### config.mk
export PLATFORM = sky130hd
export DESIGN_NAME = xram_arb
export DESIGN_NICKNAME = d
export VERILOG_FILES = /design/src/rtl/xram_arb.sv
export SDC_FILE = /design/constraint.sdc
export NUM_CORES = 1
export LEC_CHECK = 0
export CAP_MARGIN = 10
export CORE_MARGIN = 2
export CORE_UTILIZATION = 35
export CTS_CLUSTER_DIAMETER = 120
export DETAILED_ROUTE_END_ITERATION = 16
export GPL_TIMING_DRIVEN = 1
export PLACE_DENSITY = 0.82
export RECOVER_POWER = 25
export SYNTH_ARGS = -nofsm -noshare
export SYNTH_HDL_FRONTEND = slang
export SYNTH_SLANG_ARGS = --single-unit
export TNS_END_PERCENT = 100
### constraint.sdc
create_clock -name clk -period 2.5 [get_ports clk]
set_input_delay 0.375 -clock clk [delete_from_list [all_inputs] [get_ports clk]]
set_output_delay 0.375 -clock clk [all_outputs]
set_load 0.03 [all_outputs]
### src/rtl/xram_arb.sv
// xram_arb: round-robin arbiter giving NREQ requesters shared access to one XRAM port.
// A grant lasts until xram_ack, until the owner drops its strobe, or until the wait timeout.
// Optional feature macro: XRAM_ARB_LOCK_EN. When it is defined, an owner holding req_lock
// keeps the grant across back-to-back accesses.
//
// state   | meaning
// S_IDLE  | no owner; the next owner is picked from the strobes, searching after r_last
// S_GRANT | r_g owns the XRAM port; the wait counter runs until ack, strobe drop or timeout
module xram_arb #(
  parameter int NREQ    = 3,
  parameter int TIMEOUT = 64
) (
  input  logic                 clk,
  input  logic                 rst,
  input  logic [NREQ-1:0]      req_stb,
  input  logic [NREQ-1:0]      req_wr,
  input  logic [16*NREQ-1:0]   req_addr,
  input  logic [8*NREQ-1:0]    req_wdata,
  input  logic [NREQ-1:0]      req_lock,
  output logic [NREQ-1:0]      req_ack,
  output logic [7:0]           req_rdata,
  output logic [15:0]          xram_addr,
  output logic [7:0]           xram_data_out,
  output logic                 xram_stb,
  output logic                 xram_wr,
  input  logic [7:0]           xram_data_in,
  input  logic                 xram_ack,
  output logic [NREQ-1:0]      arb_grant,
  output logic                 arb_busy,
  output logic                 arb_err,
  output logic [7:0]           arb_err_cnt
);

  localparam int IW = $clog2(NREQ);

  typedef enum logic {S_IDLE, S_GRANT} state_t;

  state_t         r_state;
  state_t         w_state_nxt;
  logic [IW-1:0]  r_g;
  logic [IW-1:0]  r_last;
  logic [7:0]     r_wait;
  logic           r_err;
  logic [7:0]     r_err_cnt;

  logic [IW-1:0]  w_sel;
  logic           w_any;
  logic           w_g_stb;
  logic           w_g_wr;
  logic           w_g_lock;
  logic [15:0]    w_g_addr;
  logic [7:0]     w_g_wdata;
  logic           w_wait_end;
  logic           w_hold;
  logic           w_timeout;

  // Mux out the signals of the current owner.
  always_comb begin
    w_g_stb   = 1'b0;
    w_g_wr    = 1'b0;
    w_g_lock  = 1'b0;
    w_g_addr  = '0;
    w_g_wdata = '0;
    for (int i = 0; i < NREQ; i++) begin
      if (r_g == IW'(i)) begin
        w_g_stb   = req_stb[i];
        w_g_wr    = req_wr[i];
        w_g_lock  = req_lock[i];
        w_g_addr  = req_addr[16*i +: 16];
        w_g_wdata = req_wdata[8*i +: 8];
      end
    end
  end

  // Round-robin pick: the first strobe found, searching upward from r_last+1 and wrapping.
  always_comb begin
    int idx;
    idx   = 0;
    w_any = 1'b0;
    w_sel = r_last;
    for (int k = 1; k <= NREQ; k++) begin
      idx = (int'(r_last) + k) % NREQ;
      if (!w_any && req_stb[idx]) begin
        w_any = 1'b1;
        w_sel = IW'(idx);
      end
    end
  end

`ifdef XRAM_ARB_LOCK_EN
  assign w_hold = (r_state == S_GRANT) & xram_ack & w_g_lock & w_g_stb;
`else
  assign w_hold = 1'b0 & w_g_lock;
`endif

  // The wait counter starts at 0 on the first grant cycle, so it equals TIMEOUT-1
  // on grant cycle number TIMEOUT.
  assign w_wait_end = (r_wait == 8'(TIMEOUT - 1));
  // An ack in the last allowed cycle wins over the timeout. A dropped strobe also
  // ends the grant without raising an error.
  assign w_timeout  = (r_state == S_GRANT) & ~xram_ack & w_g_stb & w_wait_end;

  // Next-state logic.
  always_comb begin
    w_state_nxt = r_state;
    case (r_state)
      S_IDLE: begin
        if (w_any) w_state_nxt = S_GRANT;
      end
      S_GRANT: begin
        if (xram_ack)        w_state_nxt = w_hold ? S_GRANT : S_IDLE;
        else if (!w_g_stb)   w_state_nxt = S_IDLE;
        else if (w_wait_end) w_state_nxt = S_IDLE;
      end
      default: w_state_nxt = S_IDLE;
    endcase
  end

  // State register.
  always_ff @(posedge clk or negedge rst) begin
    if (!rst) r_state <= S_IDLE;
    else      r_state <= w_state_nxt;
  end

  // Grant index, round-robin pointer, wait counter and error bookkeeping.
  always_ff @(posedge clk or negedge rst) begin
    if (!rst) begin
      r_g       <= '0;
      r_last    <= IW'(NREQ - 1);
      r_wait    <= '0;
      r_err     <= 1'b0;
      r_err_cnt <= '0;
    end else begin
      r_err <= w_timeout;
      if (w_timeout && (r_err_cnt != 8'hff)) r_err_cnt <= r_err_cnt + 8'd1;
      if (r_state == S_IDLE) begin
        if (w_any) begin
          r_g    <= w_sel;
          r_last <= w_sel;
          r_wait <= '0;
        end
      end else begin
        if (w_hold)         r_wait <= '0;
        else if (!xram_ack) r_wait <= r_wait + 8'd1;
      end
    end
  end

  // One-hot grant vector, valid only while an owner exists.
  always_comb begin
    arb_grant = '0;
    for (int i = 0; i < NREQ; i++) begin
      if ((r_state == S_GRANT) && (r_g == IW'(i))) arb_grant[i] = 1'b1;
    end
  end

  assign arb_busy      = (r_state == S_GRANT);
  assign req_ack       = arb_grant & {NREQ{xram_ack}};
  assign req_rdata     = xram_data_in;
  assign xram_stb      = arb_busy & w_g_stb;
  assign xram_wr       = arb_busy & w_g_wr;
  assign xram_addr     = arb_busy ? w_g_addr  : 16'h0000;
  assign xram_data_out = arb_busy ? w_g_wdata : 8'h00;
  assign arb_err       = r_err;
  assign arb_err_cnt   = r_err_cnt;

endmodule

After elaboration in Yosys (flattened, before gate mapping)
Index checks and enable logic that the tools add are counted.
{"block": "classes", "addsub": 5, "reduce_logical": 12, "div": 3, "n_mux": 40, "order_cmp": 3, "bitwise_logic": 8, "n_eq_ne": 5}
{"operator": "< comparator 32 x 4 -> 1 bit, second input constant", "count": 3}
{"operator": "remainder unit 32 x 3 -> 32 bit, second input constant", "count": 3}
{"operator": "2-to-1 mux 16 bit", "count": 4}
{"operator": "2-to-1 mux 8 bit", "count": 7}
{"operator": "2-to-1 mux 1 bit", "count": 22}
{"operator": "adder 8 x 1 -> 8 bit, second input constant", "count": 2}
{"operator": "equality test 8 x 6 -> 1 bit, second input constant", "count": 1}
{"operator": "!= test 8 bit, second input constant", "count": 1}
{"operator": "adder 2 x 2 -> 3 bit, second input constant", "count": 2}
{"operator": "binary-select mux 1 bit (select 2 bit)", "count": 3}
{"operator": "logical AND 1 bit", "count": 6}
{"operator": "2-to-1 mux 2 bit", "count": 3}
{"operator": "bitwise AND 1 bit", "count": 5}
{"operator": "AND reduction 2 bit", "count": 2}
{"operator": "adder 2 x 1 -> 3 bit, second input constant", "count": 1}
{"operator": "bitwise AND 3 bit", "count": 1}
{"operator": "equality test 2 x 1 -> 1 bit, second input constant", "count": 1}
{"operator": "equality test 2 bit, second input constant", "count": 1}
{"operator": "logical NOT 1 bit", "count": 2}
{"operator": "logical NOT 2 bit", "count": 1}
{"operator": "!= test 2 bit, second input constant", "count": 1}
{"operator": "NOT 1 bit", "count": 2}
{"operator": "case mux 1 bit (2 select lines)", "count": 1}
{"operator": "nonzero test 2 bit", "count": 1}
{"block": "word_totals", "in_bits": 92, "register_bits": 22, "elab_cells": 82}

Depth between registers and ports, before layout
Gate-level depths: netlist (run 1).
{"block": "logic_depth", "depth_word": 14, "mapped_depth": 8}

Worst setup path after synthesis (run 1)
OpenSTA, ideal clock, no wires.
{"block": "synth_path", "path_type": "reg-to-output", "start": "register r_state (netlist: arb_busy)", "end": "output port req_ack[1]", "stages_incl_launch_ff": 4, "t_required_ps": 2125, "n_path_buf": 0, "path_slack_ps": 267, "t_arrival_ps": 1858, "path_cell_list": "dfrtp_1 inv_1 nor3_1 and2_1"}
{"block": "synth_between", "elab_chain_cells": 3}
{"item": "from (decl)", "line_no": "38", "rtl": "state_t r_state;"}
{"item": "from (signal assigned)", "line_no": "122", "rtl": "else r_state <= w_state_nxt;"}
{"item": "logical AND 1 bit", "line_no": "153", "rtl": "if ((r_state == S_GRANT) && (r_g == IW'(i))) arb_grant[i] = 1'b1;"}
{"item": "2-to-1 mux 1 bit", "line_no": "153"}
{"item": "via arb_grant[1]", "line_no": "28", "rtl": "output logic [NREQ-1:0] arb_grant,"}
{"item": "bitwise AND 3 bit", "line_no": "158", "rtl": "assign req_ack = arb_grant & {NREQ{xram_ack}};"}
{"item": "to (decl)", "line_no": "20", "rtl": "output logic [NREQ-1:0] req_ack,"}
The timed path passes the listed nets, and every way through them passes these cells.

Final worst setup path (run 1)
{"block": "layout_path", "start": "register r_last[1]", "end": "register r_wait[5]"}
{"block": "layout_between", "elab_chain_cells": 14}
{"item": "from (decl)", "line_no": "41", "rtl": "logic [IW-1:0] r_last;"}
{"item": "from (signal assigned)", "line_no": "129", "rtl": "r_last <= IW'(NREQ - 1);"}
{"item": "from (signal assigned)", "line_no": "139", "rtl": "r_last <= w_sel;"}
{"item": "adder 2 x 1 -> 3 bit", "line_no": "82", "rtl": "idx = (int'(r_last) + k) % NREQ;"}
{"item": "remainder unit 32 x 3 -> 32 bit", "line_no": "82"}
{"item": "binary-select mux 1 bit (select 2 bit)", "line_no": "83", "rtl": "if (!w_any && req_stb[idx]) begin"}
{"item": "2-to-1 mux 1 bit (implied by the code) (2 in series)", "line_no": "83"}
{"item": "2-to-1 mux 1 bit", "line_no": "83"}
{"item": "logical NOT 1 bit", "line_no": "83"}
{"item": "logical AND 1 bit", "line_no": "83"}
{"item": "2-to-1 mux 1 bit", "line_no": "83"}
{"item": "logical NOT 1 bit", "line_no": "83"}
{"item": "logical AND 1 bit", "line_no": "83"}
{"item": "2-to-1 mux 1 bit *", "line_no": "83"}
{"item": "nonzero test 2 bit (no source line) *"}
{"item": "AND reduction 2 bit (no source line) *"}
{"item": "to (signal assigned)", "line_no": "144", "rtl": "else if (!xram_ack) r_wait <= r_wait + 8'd1;"}
{"item": "to (decl)", "line_no": "42", "rtl": "logic [7:0] r_wait;"}
Every way passes the cells marked *; elsewhere a longest branch is shown, timed or not. The select of a mux whose other input is x is not followed.
A chain may end at the register's enable or synchronous reset.

==> flow_summary.yaml, run 1 <==
critical_path:
  worstReg2RegEnd: "r_wait[5]"
  critPathKind: "flip-flop to flip-flop"
  r2r-start: "r_last[1]"
  rrSetupSlack_ps: 270
  cp.arrival_ps: 2420
  crit_path_start_kind: "flip-flop"
  crit_path_end_kind: "flip-flop"
  cp_max_fo: 7
  reg2reg_depth: 7
  cp_data_required_time_ps: 2680
floorplan:
  core_area_mm2: 0.00520
  initial_core_util_pct: 36.9
  pin_count: 142
  die_x_um: 78.1
  die-area_mm2: 0.00610
  die_h_um: 78.1
  fp-row-count: 26
synth:
  yosysSeqAreaShare_pct: 27.4
  synth_largest_area_cell: "dfrtp_1"
  synth_edf_count: 0
  synth_nets: 350
  syn_inst: 252
  yosys-top-cells-count: "nor2_1 (63), a21oi_1 (32), mux2i_1 (28)"
  yosys-top-cells-area: "dfrtp_1 (26%), mux2i_1 (15%), nor2_1 (12%)"
  synth_cell_types: 45
  synth_area_per_cell_um2: 7.63
  synthArstFlopShare_pct: 100
  syn_area_mm2: 0.00192
  synth.top_cell.area_share_pct: 26.0
  ys_warn_count: 0
  yosysMostFrequentCell: "nor2_1"
  yosys_register_bits: 21
  synth-main-ff-cell: "dfrtp_1"
sta:
  finalCritPeriodShare_pct: 89.3
  timing.fmax_mhz: 448
  skew_ps: 4.76
  hold_viol: 0
  setup_violations: 0
  setup-tns-final_ps: 0
  layout_min_cycle_time_ps: 2230
  tightest_slew_ps: 1100
  grt_setup_unrepaired: "false"
  slew_headroom_pct: 26.9
  finalMaxSlewViolations: 0
  finalWorstSetupSlack_ps: 267
  hold_slack_ps: 477
grt:
  grt_overflow: 0
  grt_pass1_vias: 2107
  grt_pass1_wl_mm: 10.5
  antenna_found_initial: 0
  grt_max_degree: 26
  grt_use_total_pct: 21.1
routing:
  wire_per_inst_um: 14.6
  ant_nets: 0
  dr.pass1.iters: 4
  viasPerCell: 5.03
  initialDrtViolationCount: 77
  dr_total_vias: 2194
  routed_wl_mm: 6.38
  drc_errors: 0
clock_tree:
  post-cts-setup-buffers: 0
  clock_path_buffers: 2
  clock_insertion_delay_worst_skew_ps: 260
  cts_hold_buf: 0
  clkSinkCount: 21
  clkTransAtPathRegs_ps: 80
  htree_levels: 1
  root_buffer: "clkbuf_8"
  cts_made_buffers: 3
  cts_tree: "built"
  ctsResizeCount: 0
placement:
  place_hpwl_mm: 5.09
  numPortBuffers: 122
  routabilityCongestion: 0.856
  placed_cells: 432
  placed_area_mm2: 0.00314
  detailedPlace.worstSlack_ps: 266
finish:
  n_antenna_cell: 0
  drive_gt1_share_pct: 14.2
  area_growth_pct: 65.6
  stdcell_count: 436
  fillers: 479
  design_area_mm2: 0.00318
  final_nets: 465
  fin_util_pct: 61.2
status:
  run_status: "finished, final reports clean"
min_path:
  whs_path_depth: 1
  hold_path.class: "flip-flop to flip-flop"
  hold_end: "arb_err"
  min_from: "r_wait[7]"
run:
  drv_cap: 0
power_and_ir_drop:
  p_total_mw: 2.96
  p_leak_nw: 1.40
  peakVddDrop_uv: 486
  powerDensity_mw_per_mm2: 929
==> state kept, by name (all words and copies together) (netlist names) <==
| name | cells |
|---|---|
| r_last | 1 |
| r_g | 2 |
| arb_err | 1 |
| arb_busy | 1 |
| r_wait | 8 |
| arb_err_cnt | 8 |
==> per-layer routing <==
metal,part of all wire [%],global-route usage [%]
met1,46,27.7
met4,2.4,6.14
met2,47,35.0
met3,4.8,4.25
met5,0,0
==> worst max-delay path, cell delays in order (launching register included) <==
cell and delay, ps:
dfstp_2 550, inv_1 60, ha_1 250, a22o_1 250
a211o_1 310, o2bb2ai_1 170, or3_4 380, a31oi_2 180
==> logic make-up after synthesis <==
| group | share of synthesized area, % |
|---|---|
| xor gates and xnor gates | 3.65 |
| and+or+nand+nor | 25.3 |
| DFF | 27.4 |
| adders and majority gates | 3.91 |
| muxes | 15.2 |
| AOI/OAI and AO/OA | 17.1 |
| buffers and inverters | 7.49 |
==> cell type report <==
class / count / area, µm² / share of cell area (%)
Multi-Input combinational cell: 202 / 1250 / 39.3
Sequential cell: 21 / 527 / 16.5
Clock buffer: 4 / 45.0 / 1.42
Tap cell: 70 / 87.6 / 2.75
Inverter: 8 / 30.0 / 0.943
Timing Repair Buffer: 131 / 1240 / 39.0
==> how the worst max path moves through the flow <==
stage | slack, ps | from | endpoint | depth (start not counted)
after floorplan | 270 | arb_busy | req_ack[1] | 3
after CTS | 270 | r_last[1] | r_wait[4] | 7
after global placement | 310 | req_stb[2] | r_wait[5] | 6
final | 270 | r_last[1] | r_wait[5] | 7
after global routing | 190 | r_last[1] | r_wait[5] | 7
after detailed placement | 270 | req_stb[2] | r_wait[4] | 6
==> cells in the final DEF (no fill, tap or decap), types with 2 or more instances in the layout <==
cell,count
dfrtp_1,20
a31oi_2,3
nand4_1,2
and2_1,2
clkbuf_1,2
o21ai_0,6
mux2i_1,28
and3_1,3
nor2_1,63
xnor2_1,2
a21oi_1,32
inv_1,8
a21o_1,3
buf_4,37
clkbuf_8,3
nor3_1,2
nand2_1,11
clkdlybuf4s50_1,89
xor2_1,6
nand3_1,8
nand2b_1,3
buf_12,3
ha_1,6
==> report_power, final <==
part           leakage [nW]  switching, mW  total [mW]  internal (mW)
sequential            0.282         0.0456       0.436          0.391
combinational          1.10           1.38        2.30          0.919
clock                0.0228          0.106       0.220          0.113
total                  1.40           1.53        2.96           1.42
No activity file was read; power rests on OpenSTA's default activity.
==> run 2, diff against run 1 <==
--- a/config.mk
+++ b/config.mk
@@ -6,7 +6,6 @@
 export NUM_CORES = 1
 export LEC_CHECK = 0
 export CAP_MARGIN = 10
-export CORE_MARGIN = 2
 export CORE_UTILIZATION = 35
 export CTS_CLUSTER_DIAMETER = 120
 export DETAILED_ROUTE_END_ITERATION = 16
==> run 2 against run 1 <==
Total power is 0.41% lower. Utilization is 0.43 points lower. Combinational power hardly changed. Cell area is 0.71% lower. Non-clock buffer count is 3 lower. Register-to-register slack hardly changed. Sequential power is 1% lower. Die area is 5.1% lower. Sequential cell count stayed put. Critical path depth stayed put. Global-route usage is 1.5 points higher. Clock power hardly changed. Critical path type unchanged. Largest cell class unchanged.
==> flow_summary.yaml, run 2 (same netlist as run 1, synthesis figures left out) <==
status:
  run_status: "finished, final reports clean"
placement:
  routabilityCongestion: 0.842
  numPortBuffers: 122
  place_hpwl_mm: 5.05
clock_tree:
  cts_hold_buf: 0
  clock_path_buffers: 2
  cts_made_buffers: 3
  ctsResizeCount: 0
  cts_tree: "built"
  htree_levels: 1
  clkSinkCount: 21
  clock_insertion_delay_worst_skew_ps: 260
  root_buffer: "clkbuf_8"
  clkTransAtPathRegs_ps: 80
  post-cts-setup-buffers: 0
power_and_ir_drop:
  powerDensity_mw_per_mm2: 932
  p_leak_nw: 1.39
  peakVddDrop_uv: 486
finish:
  n_antenna_cell: 0
  final_common_cell: "clkdlybuf4s50_1"
  final_nets: 462
  area_growth_pct: 64.5
  final_cell_mix: "clkdlybuf4s50_1 (89), nor2_1 (63), buf_4 (34), a21oi_1 (32), mux2i_1 (28)"
  drive_gt1_share_pct: 13.5
routing:
  routed_wl_mm: 6.58
  dr_total_vias: 2189
  initialDrtViolationCount: 100
  wire_per_inst_um: 15.2
  dr.pass1.iters: 5
  ant_nets: 0
  viasPerCell: 5.06
  drc_errors: 0
critical_path:
  crit_buf_inv: 1
  cp_top_family: "compound AO/OA/AOI/OAI gates"
  critPathKind: "flip-flop to flip-flop"
  crit_slowest_cell: "dfstp_2"
  crit_path_start_kind: "flip-flop"
  cpPeakStageDelay_ps: 560
  crit_path_end_kind: "flip-flop"
  cp.arrival_ps: 2410
  path_cells: "inv_1, ha_1, a22o_1, a211o_1, a31oi_2, a21oi_1, mux2i_1"
  cp_data_required_time_ps: 2680
  cp_max_fo: 8
grt:
  grt_pass1_vias: 2115
  grt_max_degree: 35
  grt_pass1_wl_mm: 10.6
  antenna_found_initial: 0
  grt_overflow: 0
  grt_use_total_pct: 22.6
sta:
  grt_setup_unrepaired: "false"
  skew_ps: 6.43
  slew_headroom_pct: 24.6
  finalCritPeriodShare_pct: 88.9
  hold_viol: 0
  hold_slack_ps: 505
  tightest_slew_ps: 1130
  timing.fmax_mhz: 450
  setup-tns-final_ps: 0
  layout_min_cycle_time_ps: 2220
  setup_violations: 0
  finalMaxSlewViolations: 0
floorplan:
  fp-row-count: 26
  initial_core_util_pct: 36.9
  core_area_mm2: 0.00520
  die-area_mm2: 0.00579
  pin_count: 142
  die_h_um: 76.1
  die_x_um: 76.1
run:
  drv_cap: 0
min_path:
  hold_path.class: "flip-flop to flip-flop"
## run 2: layout make-up
cell class | instances | area (µm²)
Sequential cell | 21 | 527
Clock buffer | 4 | 45.0
Inverter | 8 | 30.0
Tap cell | 70 | 87.6
Fill cell | 474 | 2040
Timing Repair Buffer | 128 | 1220
Multi-Input combinational cell | 202 | 1250
## run 2: worst paths after layout
check                               start        endpoint  slack, ps  depth (start not counted)
hold / removal             arb_err_cnt[4]  arb_err_cnt[4]        500                          1
hold reg to reg            arb_err_cnt[4]  arb_err_cnt[4]        500                          1
max in group asynchronous             rst  arb_err_cnt[0]        960                          2
setup reg to reg                r_last[1]       r_wait[2]        280                          7
min in group asynchronous             rst       r_wait[0]        850                          2
setup / recovery                r_last[1]       r_wait[2]        280                          7
## run 2: metal layers
layer / routed length, µm / part of all wire (%) / track usage (%) / up-vias
met5: 0 / 0 / 0 / -
met4: 165 / 2.5 / 6.54 / 0
met3: 379 / 5.8 / 4.79 / 16
met2: 3230 / 49 / 39.1 / 81
met1: 2810 / 43 / 28.1 / 1003
li1: - / - / - / 1089
## run 2: where the power goes
| part | internal (mW) | total [mW] | switching (mW) |
|---|---|---|---|
| Clock | 0.113 | 0.219 | 0.105 |
| Combinational | 0.894 | 2.30 | 1.40 |
| Sequential | 0.391 | 0.431 | 0.0398 |
## run 2: stage by stage
| stage | cells | instance area (µm²) | power, mW | worst slack (ps) | util [%] |
|---|---|---|---|---|---|
| after global placement | 429 | 3120 | 2.68 | 310 | 59.9 |
| after global routing | 433 | 3160 | 3.15 | 89.2 | 60.7 |
| after CTS | 433 | 3160 | 2.95 | 282 | 60.8 |
| after detailed placement | 429 | 3120 | 2.72 | 261 | 59.9 |
| after floorplan | 252 | 1920 | 1.92 | 267 | - |
| final | 433 | 3160 | 2.94 | 277 | 60.7 |
==> run 3, diff against run 2 <==
--- a/config.mk
+++ b/config.mk
@@ -6,11 +6,11 @@
 export NUM_CORES = 1
 export LEC_CHECK = 0
 export CAP_MARGIN = 10
-export CORE_UTILIZATION = 35
+export CORE_UTILIZATION = 31
 export CTS_CLUSTER_DIAMETER = 120
 export DETAILED_ROUTE_END_ITERATION = 16
 export GPL_TIMING_DRIVEN = 1
-export PLACE_DENSITY = 0.82
+export PLACE_DENSITY = 0.77
 export RECOVER_POWER = 25
 export SYNTH_ARGS = -nofsm -noshare
 export SYNTH_HDL_FRONTEND = slang
==> constraint.sdc (replaced) <==
create_clock -name clk -period 1.95 [get_ports clk]
set_input_delay 0.195 -clock clk [delete_from_list [all_inputs] [get_ports clk]]
set_output_delay 0.195 -clock clk [all_outputs]
set_load 0.03 [all_outputs]
==> run 3 against run 2 <==
The run now ends with negative setup slack left. Global-route usage is 3.3 points lower. Clock skew down 4.9 ps. Count of clock-buffer cells in the layout decreased by 1. Cell area is 9.2% higher. Via count increased by 4.1%. Wire length rose by 6.3%. Cell count is 5.8% higher. Critical endpoint is now r_wait[5]. Largest cell class unchanged. Highest routed layer unchanged.
==> flow_summary.yaml, run 3 (same netlist as run 1, synthesis figures left out) <==
finish:
  final_cell_mix: "clkdlybuf4s50_1 (89), nor2_1 (63), buf_4 (51), a21oi_1 (32), mux2i_1 (27)"
  fin_util_pct: 57.9
  final_common_cell: "clkdlybuf4s50_1"
  area_growth_pct: 79.6
  final_nets: 482
  drive_gt1_share_pct: 22.5
  n_antenna_cell: 0
routing:
  dr_total_vias: 2279
  dr.pass1.iters: 4
  viasPerCell: 4.98
  routed_wl_mm: 6.99
  wire_per_inst_um: 15.3
  drc_errors: 0
  initialDrtViolationCount: 68
  ant_nets: 0
power_and_ir_drop:
  clockPowerShare_pct: 6.8
  pwr-share-seq_pct: 13.2
  switchingPower_mw: 2.16
  switching_share_pct: 50.9
  powerDensity_mw_per_mm2: 1230
  p_int_mw: 2.08
  p_total_mw: 4.24
  peakVddDrop_uv: 664
  p_leak_nw: 1.49
  p_comb_share_pct: 80.0
floorplan:
  die_x_um: 80.7
  die_h_um: 80.7
  die-area_mm2: 0.00652
  core_area_mm2: 0.00596
  initial_core_util_pct: 32.3
  pin_count: 142
  fp-row-count: 28
grt:
  grt_use_total_pct: 19.3
  grt_pass1_vias: 2086
  grt_max_degree: 33
  grt_overflow: 0
  grt_pass1_wl_mm: 9.79
  antenna_found_initial: 0
sta:
  skew_ps: 1.57
  finalCritPeriodShare_pct: 103
  hold_viol: 0
  tightest_slew_ps: 577
  grt_setup_unrepaired: "true"
  timing.fmax_mhz: 496
  layout_min_cycle_time_ps: 2020
  finalMaxSlewViolations: 0
  finalWorstSetupSlack_ps: -67.5
  setup_violations: 8
  setup-tns-final_ps: -243
  slew_headroom_pct: 61.5
critical_path:
  cp.arrival_ps: 2210
  critPathKind: "flip-flop to flip-flop"
  cp_data_required_time_ps: 2140
  cp_max_fo: 4
  crit_path_start_kind: "flip-flop"
  crit_path_end_kind: "flip-flop"
clock_tree:
  clock_insertion_delay_worst_skew_ps: 260
  clkTransAtPathRegs_ps: 80
  htree_levels: 1
  cts_made_buffers: 3
  clock_path_buffers: 2
  root_buffer: "clkbuf_8"
  clkSinkCount: 21
  cts_tree: "built"
min_path:
  hold_path.class: "input port to async pin"
status:
  violations: "negative setup slack"
  run_status: "finished with violations"
run:
  drv_cap: 0
placement:
  routabilityCongestion: 0.784
  detailedPlace.worstSlack_ps: -73.6
  numPortBuffers: 122
  place_hpwl_mm: 5.38
-- run 3: routing by layer --
| metal | global-route usage [%] | vias to the layer above | part of all wire, % |
|---|---|---|---|
| met4 | 6.07 | 0 | 1.8 |
| met5 | 0 | - | 0 |
| met2 | 35.5 | 81 | 50 |
| met3 | 3.15 | 10 | 7.8 |
| li1 | - | 1128 | - |
| met1 | 22.6 | 1060 | 40 |
-- run 3: final timing paths --
check / from / endpoint / slack, ps / cells past startpoint
hold reg to reg: arb_err_cnt[5] / arb_err_cnt[5] / 500 / 1
setup / recovery: r_last[1] / r_wait[5] / -70 / 7
hold / removal: rst / arb_err_cnt[6] / 330 / 1
setup reg to reg: r_last[1] / r_wait[5] / -70 / 7
max in group asynchronous: rst / arb_err_cnt[4] / 750 / 2
min in group clk: xram_data_in[3] / req_rdata[3] / 390 / 0
-- run 3: per-stage QoR --
stage / std cells / hold WS [ps] / area (µm²)
6_report: 458 / 332 / 3450
3_5_place_dp: 452 / 390 / 3260
3_3_place_gp: 452 / 390 / 3260
4_1_cts: 457 / 263 / 3390
2_1_floorplan: 252 / -101 / 1940
5_1_grt: 458 / 363 / 3450
-- run 3: power groups by stage --
stage / logic (mW) / registers [mW] / clock network [mW]
after CTS: 3.32 / 0.564 / 0.294
final: 3.39 / 0.562 / 0.287
after detailed placement: 3.16 / 0.563 / 0
after global placement: 3.10 / 0.563 / 0
after global routing: 3.62 / 0.566 / 0.312
after floorplan: 1.91 / 0.575 / 0
-- run 3: repair_timing --
action                                  4_1_cts  5_1_grt
hold buffers                                  0        0
pin swaps                                     2        4
gates resized for setup                      16       10
endpoints found under the setup margin       12       34
setup buffers                                 1        1
-- run 3: worst max-delay path: stages, from the launching register on --
cell and delay [ps]:
dfstp_2 570, inv_2 60, ha_4 150, a22o_1 220, a211o_1 270, o2bb2ai_2 140
or3_4 380, a31oi_2 170
-- run 3: cell type report --
type / count / area, µm²
Clock inverter: 1 / 7.51
Clock buffer: 3 / 41.3
Timing Repair Buffer: 148 / 1370
Multi-Input combinational cell: 202 / 1380
Inverter: 8 / 30.0
Fill cell: 527 / 2500
Tap cell: 75 / 93.8
Sequential cell: 21 / 528
